## src/rtl/imem_loader.sv

```systemverilog
// imem_loader: assembles a little-endian byte stream into 32-bit words and writes them to
// instruction memory while holding fetch/decode. Define IMEM_LOADER_CHECKSUM_EN for a trailing checksum byte.
module imem_loader #(
  parameter int ADDR_WIDTH     = 8,
  parameter int BASE_ADDR      = 0,
  parameter int TIMEOUT_CYCLES = 1024
) (
  input  logic                  clk,
  input  logic                  rst_n,
  input  logic                  Load_Start_In,
  input  logic [ADDR_WIDTH:0]   Load_Count_In,
  input  logic [7:0]            Byte_In,
  input  logic                  Byte_Valid_In,
  output logic                  Byte_Ready_Out,
  output logic                  Mem_Write_En_Out,
  output logic [ADDR_WIDTH-1:0] Mem_Addr_Out,
  output logic [31:0]           Mem_Data_Out,
  output logic                  Pipeline_Hold_Out,
  output logic                  Load_Done_Out,
  output logic                  Load_Error_Out
);
  localparam int TW = $clog2(TIMEOUT_CYCLES) + 1;
  localparam logic [TW-1:0] TO_LAST = TW'(TIMEOUT_CYCLES - 1);
  localparam logic [ADDR_WIDTH-1:0] BASE = ADDR_WIDTH'(BASE_ADDR);

`ifdef IMEM_LOADER_CHECKSUM_EN
  typedef enum logic [2:0] {S_IDLE, S_RECV, S_WRITE, S_DONE, S_ERROR, S_CSUM} state_t;
`else
  typedef enum logic [2:0] {S_IDLE, S_RECV, S_WRITE, S_DONE, S_ERROR} state_t;
`endif

  state_t                r_state, w_state_nxt;
  logic [ADDR_WIDTH-1:0] r_addr, w_addr_nxt;
  logic [1:0]            r_idx, w_idx_nxt;
  logic [ADDR_WIDTH:0]   r_left, w_left_nxt;
  logic [TW-1:0]         r_to, w_to_nxt;
  logic [31:0]           r_word, w_word_nxt;
  logic [ADDR_WIDTH-1:0] r_maddr, w_maddr_nxt;
  logic [31:0]           r_mdata, w_mdata_nxt;
  logic                  r_ready, w_ready_nxt;
  logic                  r_wen, w_wen_nxt;
  logic                  r_hold, w_hold_nxt;
  logic                  r_done, w_done_nxt;
  logic                  r_err, w_err_nxt;
  logic                  w_xfer;
`ifdef IMEM_LOADER_CHECKSUM_EN
  logic [7:0]            r_csum, w_csum_nxt, w_csum_chk;
`endif

  always_ff @(posedge clk or negedge rst_n) begin
    if (!rst_n) begin
      r_state <= S_IDLE;
      r_addr  <= '0;
      r_idx   <= '0;
      r_left  <= '0;
      r_to    <= '0;
      r_word  <= '0;
      r_maddr <= '0;
      r_mdata <= '0;
      r_ready <= 1'b0;
      r_wen   <= 1'b0;
      r_hold  <= 1'b0;
      r_done  <= 1'b0;
      r_err   <= 1'b0;
`ifdef IMEM_LOADER_CHECKSUM_EN
      r_csum  <= '0;
`endif
    end else begin
      r_state <= w_state_nxt;
      r_addr  <= w_addr_nxt;
      r_idx   <= w_idx_nxt;
      r_left  <= w_left_nxt;
      r_to    <= w_to_nxt;
      r_word  <= w_word_nxt;
      r_maddr <= w_maddr_nxt;
      r_mdata <= w_mdata_nxt;
      r_ready <= w_ready_nxt;
      r_wen   <= w_wen_nxt;
      r_hold  <= w_hold_nxt;
      r_done  <= w_done_nxt;
      r_err   <= w_err_nxt;
`ifdef IMEM_LOADER_CHECKSUM_EN
      r_csum  <= w_csum_nxt;
`endif
    end
  end

  always_comb begin
    w_state_nxt = r_state;
    w_addr_nxt  = r_addr;
    w_idx_nxt   = r_idx;
    w_left_nxt  = r_left;
    w_to_nxt    = r_to;
    w_word_nxt  = r_word;
    w_maddr_nxt = r_maddr;
    w_mdata_nxt = r_mdata;
    w_err_nxt   = r_err;
    w_xfer      = Byte_Valid_In && r_ready;
`ifdef IMEM_LOADER_CHECKSUM_EN
    w_csum_nxt  = r_csum;
    w_csum_chk  = r_csum + Byte_In;
`endif
    case (r_state)
      S_IDLE, S_DONE, S_ERROR: begin
        if (Load_Start_In) begin
          w_left_nxt  = Load_Count_In;
          w_addr_nxt  = BASE;
          w_idx_nxt   = '0;
          w_to_nxt    = '0;
          w_err_nxt   = 1'b0;
`ifdef IMEM_LOADER_CHECKSUM_EN
          w_csum_nxt  = '0;
`endif
          w_state_nxt = (Load_Count_In == '0) ? S_DONE : S_RECV;
        end else if (r_state == S_DONE) begin
          w_state_nxt = S_IDLE;
        end
      end
      S_RECV: begin
        if (w_xfer) begin
          w_word_nxt[{r_idx, 3'b000} +: 8] = Byte_In;
          w_idx_nxt = r_idx + 2'd1;
          w_to_nxt  = '0;
`ifdef IMEM_LOADER_CHECKSUM_EN
          w_csum_nxt = w_csum_chk;
`endif
          // The fourth byte goes straight to the write register so the word never waits a cycle
          if (r_idx == 2'd3) begin
            w_state_nxt = S_WRITE;
            w_mdata_nxt = {Byte_In, r_word[23:0]};
            w_maddr_nxt = r_addr;
          end
        end else if (r_to == TO_LAST) begin
          w_state_nxt = S_ERROR;
          w_err_nxt   = 1'b1;
        end else begin
          w_to_nxt = r_to + 1'b1;
        end
      end
      S_WRITE: begin
        w_left_nxt = r_left - 1'b1;
        w_to_nxt   = '0;
        if (r_left == (ADDR_WIDTH+1)'(1)) begin
`ifdef IMEM_LOADER_CHECKSUM_EN
          w_state_nxt = S_CSUM;
`else
          w_state_nxt = S_DONE;
`endif
        end else begin
          w_addr_nxt  = r_addr + 1'b1;
          w_idx_nxt   = '0;
          w_state_nxt = S_RECV;
        end
      end
`ifdef IMEM_LOADER_CHECKSUM_EN
      S_CSUM: begin
        if (w_xfer) begin
          w_state_nxt = (w_csum_chk == 8'h00) ? S_DONE : S_ERROR;
          w_err_nxt   = (w_csum_chk != 8'h00);
        end else if (r_to == TO_LAST) begin
          w_state_nxt = S_ERROR;
          w_err_nxt   = 1'b1;
        end else begin
          w_to_nxt = r_to + 1'b1;
        end
      end
`endif
      default: w_state_nxt = S_IDLE;
    endcase

    // Output flags are derived from the next state so every output is a plain register
    w_ready_nxt = (w_state_nxt == S_RECV);
`ifdef IMEM_LOADER_CHECKSUM_EN
    w_ready_nxt = w_ready_nxt || (w_state_nxt == S_CSUM);
`endif
    w_hold_nxt  = w_ready_nxt || (w_state_nxt == S_WRITE);
    w_wen_nxt   = (w_state_nxt == S_WRITE);
    w_done_nxt  = (w_state_nxt == S_DONE);
  end

  assign Byte_Ready_Out    = r_ready;
  assign Mem_Write_En_Out  = r_wen;
  assign Mem_Addr_Out      = r_maddr;
  assign Mem_Data_Out      = r_mdata;
  assign Pipeline_Hold_Out = r_hold;
  assign Load_Done_Out     = r_done;
  assign Load_Error_Out    = r_err;

endmodule

```

## config.mk

```make
export PLATFORM = sky130hd
export DESIGN_NAME = imem_loader
export DESIGN_NICKNAME = d
export VERILOG_FILES = /design/src/rtl/imem_loader.sv
export SDC_FILE = /design/constraint.sdc
export NUM_CORES = 1
export LEC_CHECK = 0
export ABC_AREA = 0
export CORE_UTILIZATION = 35
export CTS_CLUSTER_SIZE = 12
export DETAILED_ROUTE_END_ITERATION = 7
export PLACE_DENSITY = 0.58
export SYNTH_ARGS = -nofsm -noshare
export SYNTH_HDL_FRONTEND = slang
export SYNTH_SLANG_ARGS = --single-unit
```

## constraint.sdc

```tcl
create_clock -name clk -period 2.5 [get_ports clk]
set_clock_uncertainty 0.05 [all_clocks]
set_input_delay 0.5 -clock clk [delete_from_list [all_inputs] [get_ports clk]]
set_output_delay 0.5 -clock clk [all_outputs]
set_load 0.005 [all_outputs]
```

==> summary.txt <==
Worst hold path
  – Worst hold path type: primary input to async pin

Yosys
  – Unique masters post-synth: 54
  – Yosys warnings: 0
  – Ys flop type: dfrtp_1
  – Synth Cell Area: 4660 µm²
  – Top-area cell type share of the netlist area: 54.8%
  – #FFs+latches synth: 102
  – Ranking of synthesized cells by area: dfrtp_1 (55%), mux2_2 (9.9%), nand3_1 (3.9%)
  – Syn Inst Count: 422
  – Asr flop ratio synth: 100%
  – Number of flops mapped to enable cells by yosys: 0
  – Synth Area per Inst: 11.0 µm²
  – Register area share after synthesis: 54.8%
  – Largest area contributor in the netlist: dfrtp_1
  – Synth cell count leaders: dfrtp_1 (102), mux2_2 (41), nand3_1 (36), o21ai_0 (36), inv_1 (32)
  – Most frequent cell after synthesis: dfrtp_1
  – Syn Nets: 452

Global routing
  – Total track usage: 16.2%
  – Largest net degree at the start of global routing: 56
  – First-pass GRT wire length: 17,800 µm
  – Initial antenna violation count: 0
  – Global route overflow: 0
  – Number of global-route vias before repair: 3,489

Clock network
  – Maximum clock path buffer count: 2
  – Post-cts resize count: 0
  – CTS root buf: clkbuf_16
  – Hold Buf Count CTS: 0
  – CTS tree: yes
  – Post CTS Setup Buffer Count: 0
  – CTS Sinks: 102
  – TritonCTS buffer count: 9
  – CTS H-tree lvls: 3
  – Worst-Skew Late Latency: 0.35 ns
  – Clk slew on worst S/H paths: 0.07 ns

Routing
  – Post-DR wirelength/cell: 15.7 µm
  – Initial drt markers: 160
  – Drt first pass iters: 4
  – Via density: 5.21
  – Via count: 3,504
  – Drt total wl: 10,600 µm
  – Post-route ant nets: 0
  – DRC viols: 0

Pwr
  – Pleak: 2.63 nW
  – Cell Pwr Density: 1030 nW/µm²
  – Max IR drop VDD: 425 µV

Setup path
  – Setup crit end kind: flop
  – Critical path class: flop to flop
  – Arr. time, crit path: 2.22 ns
  – Critical Path Start Type: flop
  – CP required: 2.67 ns
  – CP max FO: 9

Place
  – Hpwl dp: 7310 µm
  – Port bufs: 65
  – Pre-CTS setup slack: 0.165 ns
  – Routability Congestion: 0.795
  – Area of placed instances: 5600 µm²
  – Cell count after placement: 656

Cells and area
  – Design area: 5900 µm²
  – P&R area growth vs syn: 26.8%
  – Share of cells above drive strength 1: 16.0%
  – NumNets Final: 525
  – Post-Layout Cell Count: 672
  – Fin util: 46.2%
  – # diodes: 0

Timing
  – Post-layout min period: 2.04 ns
  – Slew Limit Fails: 0
  – Setup TNS: 0 ns
  – Slack of the critical path: 0.457 ns
  – RSZ-0062 raised after global routing: false
  – Slew HR: 56.9%
  – Slew @ Worst Pin: 0.646 ns
  – Maximum clock rate: 489 MHz
  – Final worst-path cycle share: 81.7%
  – Final setup fails: 0
  – Hold Vio Cnt, Final: 0

Floorplanning
  – Core Area: 12,800 µm²
  – Die width: 117 µm
  – Die ar.: 13,800 µm²
  – # rows: 41
  – DIE HEIGHT: 117 µm
  – Io pins: 66
  – Starting Density: 36.4%

Run
  – Max Cap Viol: 0

Outcome
  – Outcome: complete, no violations
## path summary, 6_finish.rpt
| path | end | slack [ns] | cells after the start | startpoint |
|---|---|---|---|---|
| min in group clk | Mem_Data_Out[12] | 0.46 | 1 | Mem_Data_Out[12] |
| hold reg to reg | Mem_Data_Out[12] | 0.46 | 1 | Mem_Data_Out[12] |
| setup / recovery | Pipeline_Hold_Out | 0.46 | 4 | r_state[1] |
| max in group asynchronous | Mem_Data_Out[2] | 1.56 | 2 | rst_n |
| setup reg to reg | Pipeline_Hold_Out | 0.46 | 4 | r_state[1] |
| hold / removal | r_to[6] | 0.13 | 1 | rst_n |
## worst max-delay path: stages (launching register included)
cell     delay (ns)
dfrtp_1        0.48
nor2b_1        0.29
and2_0         0.48
nor2_1         0.26
o21ai_0        0.36
## cells in the final DEF, fill, tap and decap left out, types with 9 or more instances in the layout
| master | count |
|---|---|
| a21oi_1 | 10 |
| and3_1 | 14 |
| buf_4 | 14 |
| clkbuf_16 | 9 |
| clkdlybuf4s50_1 | 64 |
| dfrtp_1 | 102 |
| ha_1 | 9 |
| inv_1 | 32 |
| mux2_2 | 41 |
| nand2_1 | 20 |
| nand3_1 | 36 |
| nor2_1 | 10 |
| nor3_1 | 9 |
| o21ai_0 | 36 |
## cells by family (layout without fill, tap and decap cells)
group | Yosys count | after routing | synth area share [%]
AND/OR/NAND/NOR | 124 | 124 | 14.9
flip-flops | 102 | 102 | 54.8
AO/OA/AOI/OAI | 94 | 94 | 13.4
buffers and inverters | 51 | 129 | 4.35
multiplexers | 42 | 42 | 10.1
adder cells (fa/ha/maj) | 9 | 9 | 2.42
## report_power, final
part	internal, mW	total, mW	switching (mW)
logic	1.16	2.03	0.868
clock network	0.817	1.45	0.637
registers	2.19	2.61	0.420
## layout make-up
| class | instances | area (µm²) |
|---|---|---|
| fill | 1171 | 6870 |
| sequential | 102 | 2550 |
| multi-input combinational | 269 | 1900 |
| timing repair buffer | 81 | 806 |
| clock buffer | 11 | 243 |
| tap | 172 | 215 |
| inverter | 32 | 120 |
| clock inverter | 5 | 66.3 |
## through the flow
step	hold slack, ns	total power [mW]
CTS	0.152	6.16
global placement	0.438	4.63
detailed placement	0.441	4.69
floorplan	0.154	3.58
finish	0.125	6.10
global route	0.180	6.49
## sequential cells by signal, summed over array words and instances (netlist names)
register / flops
Mem_Addr_Out: 8
Mem_Data_Out: 32
Byte_Ready_Out: 1
Load_Error_Out: 1
Pipeline_Hold_Out: 1
r_addr: 8
r_state: 3
r_word: 24
r_left: 9
Mem_Write_En_Out: 1
Load_Done_Out: 1
r_idx: 2
r_to: 11
## per-layer routing
metal  up-vias  routed length [µm]  track usage (%)
li1       1676                   -                -
met1      1737                5130             22.1
met2        77                4840             25.2
met3        14                 439             3.40
met4         0                 159             5.84
met5         -                   0                0
(Power assumes the default switching activity.)
